===== config.mk =====
export PLATFORM = sky130hd
export DESIGN_NAME = fetch
export DESIGN_NICKNAME = d
export VERILOG_FILES = /design/src/rtl/common_pkg.sv /design/src/rtl/pipes_pkg.sv /design/src/rtl/fetch.sv
export SDC_FILE = /design/constraint.sdc
export NUM_CORES = 1
export LEC_CHECK = 0
export BUFFER_PORTS_ARGS = -buffer_cell sky130_fd_sc_hd__buf_2
export CORE_MARGIN = 4
export CORE_UTILIZATION = 57
export CTS_CLUSTER_DIAMETER = 200
export DETAILED_ROUTE_END_ITERATION = 6
export MAX_ROUTING_LAYER = met4
export PLACE_DENSITY = 0.87
export SYNTH_ARGS = -nofsm -noshare
export SYNTH_HDL_FRONTEND = slang
export SYNTH_SLANG_ARGS = --single-unit

===== constraint.sdc =====
create_clock -name clk -period 4.54 [get_ports clk]
set_input_delay 0.681 -clock clk [delete_from_list [all_inputs] [get_ports clk]]
set_output_delay 0.681 -clock clk [all_outputs]
set_load 0.05 [all_outputs]

===== src/rtl/common_pkg.sv =====
// ---------------------------------------------------------------------------
// common: base types shared across the pipeline.
//   u32 / u64    : plain unsigned word types
//   ibus_req_t   : instruction-bus request  {valid, addr}
//   ibus_resp_t  : instruction-bus response {addr_ok, data_ok, data}
//   PCINIT_DEFAULT : default reset PC for the fetch stage
// ---------------------------------------------------------------------------
package common;

    typedef logic [31:0] u32;
    typedef logic [63:0] u64;

    typedef struct packed {
        logic valid;
        u64   addr;
    } ibus_req_t;

    typedef struct packed {
        logic addr_ok;
        logic data_ok;
        u32   data;
    } ibus_resp_t;

    localparam u64 PCINIT_DEFAULT = 64'h0000_0000_8000_0000;

endpackage


===== src/rtl/pipes_pkg.sv =====
// ---------------------------------------------------------------------------
// pipes: inter-stage payload types and per-stage state encodings.
//   fetch_data_t  : fetch -> decode slot {valid, pc, raw_instr}
//   fetch_state_t : fetch bus-sequencing states
// ---------------------------------------------------------------------------
package pipes;

    typedef struct packed {
        logic       valid;
        common::u64 pc;
        common::u32 raw_instr;
    } fetch_data_t;

    typedef enum logic [1:0] {
        IDLE = 2'd0,
        ADDR = 2'd1,
        DATA = 2'd2
    } fetch_state_t;

endpackage


===== src/rtl/fetch.sv =====
// ---------------------------------------------------------------------------
// fetch: RV64 instruction-fetch stage.
// Holds the PC, issues single-outstanding requests on the instruction bus and
// registers each returned word with its PC into a one-entry slot for decode.
// Redirects flush the slot and mark an in-flight request stale so its data is
// dropped when it eventually returns.
//
// Ports:
//   clk            in   pipeline clock, rising edge
//   reset          in   synchronous active-high reset
//   ireq           out  bus request {valid, addr}, registered
//   iresp          in   bus response {addr_ok, data_ok, data}
//   redirect_valid in   later stage requests a PC change this cycle
//   redirect_pc    in   new PC (4-byte aligned)
//   d_ready        in   decode accepts the slot this cycle
//   dataF          out  output slot {valid, pc, raw_instr}, registered
// ---------------------------------------------------------------------------
module fetch
    import common::*;
    import pipes::*;
#(
    parameter u64 PCINIT = PCINIT_DEFAULT
) (
    input  logic        clk,
    input  logic        reset,
    output ibus_req_t   ireq,
    input  ibus_resp_t  iresp,
    input  logic        redirect_valid,
    input  u64          redirect_pc,
    input  logic        d_ready,
    output fetch_data_t dataF
);

    fetch_state_t r_state;
    u64           r_pc;
    u64           r_req_pc;
    logic         r_stale;
    logic         r_ireq_valid;
    u64           r_ireq_addr;
    fetch_data_t  r_slot;

    logic w_consume;
    logic w_complete;
    logic w_accept;
    logic w_start;

    assign w_consume  = r_slot.valid && d_ready;
    // Data only counts in ADDR once the address phase is also accepted.
    assign w_complete = ((r_state == ADDR) && iresp.addr_ok && iresp.data_ok) ||
                        ((r_state == DATA) && iresp.data_ok);
    assign w_accept   = w_complete && !r_stale && !redirect_valid;
    assign w_start    = (r_state == IDLE) && !redirect_valid &&
                        (!r_slot.valid || d_ready);

    always_ff @(posedge clk) begin
        if (reset) begin
            r_state      <= IDLE;
            r_pc         <= PCINIT;
            r_req_pc     <= '0;
            r_stale      <= 1'b0;
            r_ireq_valid <= 1'b0;
            r_ireq_addr  <= '0;
            r_slot       <= '0;
        end else begin
            // Output slot: flush beats refill, refill beats consume.
            if (redirect_valid) begin
                r_slot.valid <= 1'b0;
            end else if (w_accept) begin
                r_slot.valid     <= 1'b1;
                r_slot.pc        <= r_req_pc;
                r_slot.raw_instr <= iresp.data;
            end else if (w_consume) begin
                r_slot.valid <= 1'b0;
            end

            // PC-next mux.
            if (redirect_valid) begin
                r_pc <= redirect_pc;
            end else if (w_accept) begin
                r_pc <= r_req_pc + 64'd4;
            end

            // A redirect while a request is outstanding poisons its data.
            if (redirect_valid && (r_state != IDLE) && !w_complete) begin
                r_stale <= 1'b1;
            end else if (w_complete) begin
                r_stale <= 1'b0;
            end

            case (r_state)
                IDLE: begin
                    if (w_start) begin
                        r_state      <= ADDR;
                        r_req_pc     <= r_pc;
                        r_ireq_valid <= 1'b1;
                        r_ireq_addr  <= r_pc;
                    end
                end
                ADDR: begin
                    if (iresp.addr_ok) begin
                        r_ireq_valid <= 1'b0;
                        r_state      <= iresp.data_ok ? IDLE : DATA;
                    end
                end
                DATA: begin
                    if (iresp.data_ok) begin
                        r_state <= IDLE;
                    end
                end
                default: begin
                    r_state      <= IDLE;
                    r_ireq_valid <= 1'b0;
                end
            endcase
        end
    end

    assign ireq.valid = r_ireq_valid;
    assign ireq.addr  = r_ireq_addr;
    assign dataF      = r_slot;

endmodule


; Yosys cells after proc, flatten, opt, wreduce, memory -nomap -nowiden
; Cells that the tools add are included.
[classes]
n_mux = 14
n_addsub = 1
reduce_logical = 26
bitwise = 2
n_eq_ne = 5
[ops]
columns = cell, n
row1 = 64-bit two-way mux, 2
row2 = "64-bit by 3-bit adder with 64-bit output, second input constant", 1
row3 = 1-bit logical AND, 10
row4 = 2-bit two-way mux, 4
row5 = 2-bit nonzero test, 4
row6 = 1-bit two-way mux, 6
row7 = "2-bit inequality test, second input constant", 3
row8 = 2-bit one-hot mux with 3 select lines, 1
row9 = 3-bit AND reduction, 2
row10 = 1-bit zero test, 4
row11 = 2-bit AND reduction, 2
row12 = 1-bit one-hot mux with 3 select lines, 1
row13 = "2-bit by 1-bit equality test with 1-bit output, second input constant", 1
row14 = "2-bit equality test, second input constant", 1
row15 = 2-bit zero test, 1
row16 = 1-bit logical OR, 2
row17 = 1-bit inverter, 2
row18 = 2-bit OR reduction, 1
[totals]
elab_cells = 56
inputBits = 102
register_bits = 229

; Logic depth before layout (Yosys ltp)
[depth]
depth_word = 8
mapped_depth = 8

; Least setup slack after synthesis
; OpenSTA, ideal clock, no wires.
[synth_timing]
kind = reg-to-reg
start = register, netlist name r_ireq_addr[17]
end = register r_pc[53]
stages_incl_launch_ff = 9
path_slack_ns = 2.127
t_required_ns = 4.403
arrival_time_ns = 2.276
period_less_slack_ns = 2.413
n_path_buf = 2
path_cell_list = dfxtp_1 -> buf_2 -> nand4_1 -> nor3_4 -> nand4_4 -> buf_6 -> nor3_2 -> xnor2_1 -> o22ai_2
[synth_lines]
columns = item, line
row1 = "end signal, assigned", fetch.sv:78  ; r_pc <= redirect_pc;
row2 = "end signal, assigned", fetch.sv:80  ; r_pc <= r_req_pc + 64'd4;
row3 = "end, declared", fetch.sv:35  ; u64 r_pc;

==> flow_summary.ini <==
[status]
run_status = finished, final reports clean

[global_routing]
global_route.usage.total_pct = 29.0
wire_length_of_the_first_global_routing_pass_mm = 46.5
number_of_antenna_violations_at_the_first_check_in_global_routing = 2
grt_pass1_vias = 9324
grt_max_degree = 111
overflow = 0

[sta]
final.period_utilization_pct = 60.9
number_of_hold_slack_violations_in_the_final_timing_report = 0
final-max-slew-violation-count = 0
slew_headroom_pct = 23.8
timing_worst_slew_pin_value_ns = 1.14
fin_skew_ns = 0.0128
whs_ns = 0.365
setup_viol = 0
timing.setup.tns_ns = 0
fmax_ghz = 0.362
grt_setup_unrepaired = no
layout_min_cycle_time_ns = 2.76

[floorplan]
die_x_um = 140
coreArea_um2 = 17200
floorplan.die.height_um = 140
std_cell_rows = 48
start_util_pct = 57.8
die_outline_area_um2 = 19700
io_pins = 264

[clocking]
cts.repair_timing.setup_buffer_count = 0
cts_repair_resize_count = 0
tritoncts_clock_tree = yes
cts_htree_levels = 1
clock-root-buffer = sky130_fd_sc_hd__clkbuf_16
cts_max_path_buffers = 3
cts_buffers = 24
cts.clk_slew.worst_paths_ns = 0.06
clk-insertion-delay-late_ns = 0.52
cts.sinks = 229
count_of_hold_buffers_inserted_by_post_cts_repair = 0

[worst_setup_path]
criticalPathCategory = reg2reg
arrival_time_of_the_worst_setup_path_ns = 3.13
critical_path.max_fanout = 8
cpPeakStageDelay_ns = 0.65
crit_chain = ha_1, nand4_1, nor4_4, nand2_2, nor4_2, xnor2_1, o22ai_1
critical_path.top_delay_family = simple AND/OR/NAND/NOR gates
critical_path.endpoint_type = register
crit_path_start_kind = register
crit_slowest_cell = sky130_fd_sc_hd__nor4_4
worstPathBufferInverterCount = 0
worst_ep_required_time_ns = 4.91

[synth]
ys_warn_count = 0
synth-seq-area-share_pct = 46.0
ys_seq_elements = 229
synth_area_in_compound_gates_pct = 16.7
synthMuxAreaShare_pct = 0.100
post_synth_num_cell_types = 55
synth_top_family_by_area = simple AND/OR/NAND/NOR gates
post_synth_fa_ha_maj_area_fraction_pct = 0.126
syn_inst = 1311
netlist_area_um2 = 9960
post_synth.cell_area_avg_um2 = 7.60
synthXorXnorAreaFrac_pct = 4.75
synthFlopType = sky130_fd_sc_hd__dfxtp_1
synthesis.nets = 1414
synth_enable_flop_cells = 0
synth_async_sr_flop_share_pct = 0
area_fraction_in_and_or_nand_and_nor_cells_after_synthesis_pct = 27.8

[route]
route.detailed.vias_per_inst = 5.67
route.detailed.drc = 0
dr_total_vias = 9930
route.detailed.wl_per_inst_um = 16.7
ant_nets = 0
detail_route.first_pass.iterations = 6
wl_mm = 29.3
drtIter0Drc = 926

[pwr]
power.share.clock_pct = 42.7
net-switching-power_mw = 1.14
share_seq_of_total_power_pct = 47.9
power.leakage_nw = 4.64
max_ir_drop_vdd_uv = 310
pwr-share-comb_pct = 9.4
intPower_mw = 3.32
power.density_cell_area_nw_per_um2 = 370
power.switching_fraction_pct = 25.6

[placed_design]
gp_congestion = 0.851
port_buffers = 263
place.detailed.instances = 1709
placedInstanceArea_um2 = 11300
detailed_place_hpwl_mm = 18.8

[layout]
final_common_cell = sky130_fd_sc_hd__nand2_1
post_route_cells_drive_above_1_share_pct = 23.2
finish.instance_area_um2 = 12000
most-common-layout-cells = 411 x sky130_fd_sc_hd__nand2_1, 261 x sky130_fd_sc_hd__buf_2, 229 x sky130_fd_sc_hd__dfxtp_1
fin_cells = 1751
finalNetCount = 1613
layout-area-overhead-vs-synth_pct = 20.9

[worst_hold_path]
worst_hold_path_type = in2reg

[job]
max_cap_violations = 0
-- path summary, 6_finish.rpt --
path / slack (ns) / endpoint / from / depth (start not counted)
setup reg to reg: 1.78 / r_pc[58] / r_ireq_addr[2] / 7
hold / removal: 0.37 / r_state[1] / iresp[32] / 2
setup / recovery: 1.78 / r_pc[58] / r_ireq_addr[2] / 7
hold reg to reg: 0.45 / r_ireq_addr[48] / r_pc[48] / 2
-- layer usage --
metal  vias up  global-route usage (%)  share of wire (%)
li1       4810                       -                  -
met1      4580                    35.7                 40
met2       457                    48.5                 48
met3        83                    4.13                8.6
met4         0                    10.8                3.3
met5         -                       -                  0
-- stage by stage --
stage,total power [mW],worst slack (ns),utilization (%)
after floorplan,2.46,2.13,-
after global placement,2.58,1.81,65.5
after detailed placement,2.59,1.76,65.5
after CTS,4.48,1.80,69.9
after global routing,4.61,1.58,69.9
final,4.46,1.78,69.9
-- cell type report --
type / instances / area [um2]
timing repair buffer: 274 / 1410
clock inverter: 6 / 57.6
sequential: 229 / 4580
multi-input combinational: 970 / 4970
fill: 1428 / 5190
clock buffer: 34 / 699
inverter: 11 / 41.3
antenna: 2 / 5.00
tap: 225 / 282
-- kinds of logic (layout without fill, tap and decap cells) --
kind of cell    after synthesis  after routing
simple gates                622            622
compound gates              292            292
flops                       229            229
buf+inv                     112            325
xor+xnor                     54             54
fa+ha+maj                     1              1
mux                           1              1
other cells                   0              2
-- synthesized netlist by cell type, types with 20 or more instances --
cell | n | area [um2]
sky130_fd_sc_hd__nand2_1 | 411 | 1540
sky130_fd_sc_hd__dfxtp_1 | 229 | 4580
sky130_fd_sc_hd__a21oi_1 | 215 | 1080
sky130_fd_sc_hd__nor2_1 | 88 | 330
sky130_fd_sc_hd__clkbuf_1 | 82 | 308
sky130_fd_sc_hd__xnor2_1 | 43 | 377
sky130_fd_sc_hd__o22ai_1 | 26 | 163
sky130_fd_sc_hd__nand3_1 | 22 | 110
sky130_fd_sc_hd__nand4_1 | 21 | 131
sky130_fd_sc_hd__nor3_1 | 20 | 100
-- power by group through the flow --
stage	logic (mW)	clock network [mW]	registers, mW
floorplan	0.213	0	2.24
global placement	0.408	0	2.17
detailed placement	0.415	0	2.18
CTS	0.418	1.93	2.13
global route	0.455	2.01	2.14
finish	0.420	1.91	2.13
-- worst register-to-register path, stage by stage, from the launching register on --
cell and delay [ns]:
sky130_fd_sc_hd__dfxtp_1 0.53, sky130_fd_sc_hd__ha_1 0.30, sky130_fd_sc_hd__nand4_1 0.17, sky130_fd_sc_hd__nor4_4 0.65, sky130_fd_sc_hd__nand2_2 0.30, sky130_fd_sc_hd__nor4_2 0.41, sky130_fd_sc_hd__xnor2_1 0.16, sky130_fd_sc_hd__o22ai_1 0.09
-- registers in the layout, summed over array words and instances, names as in the netlist --
| register | cells |
|---|---|
| dataF | 97 |
| r_ireq_valid | 1 |
| r_stale | 1 |
| r_pc | 64 |
| r_ireq_addr | 64 |
| r_state | 2 |
Power figures use the tool's default switching activity.
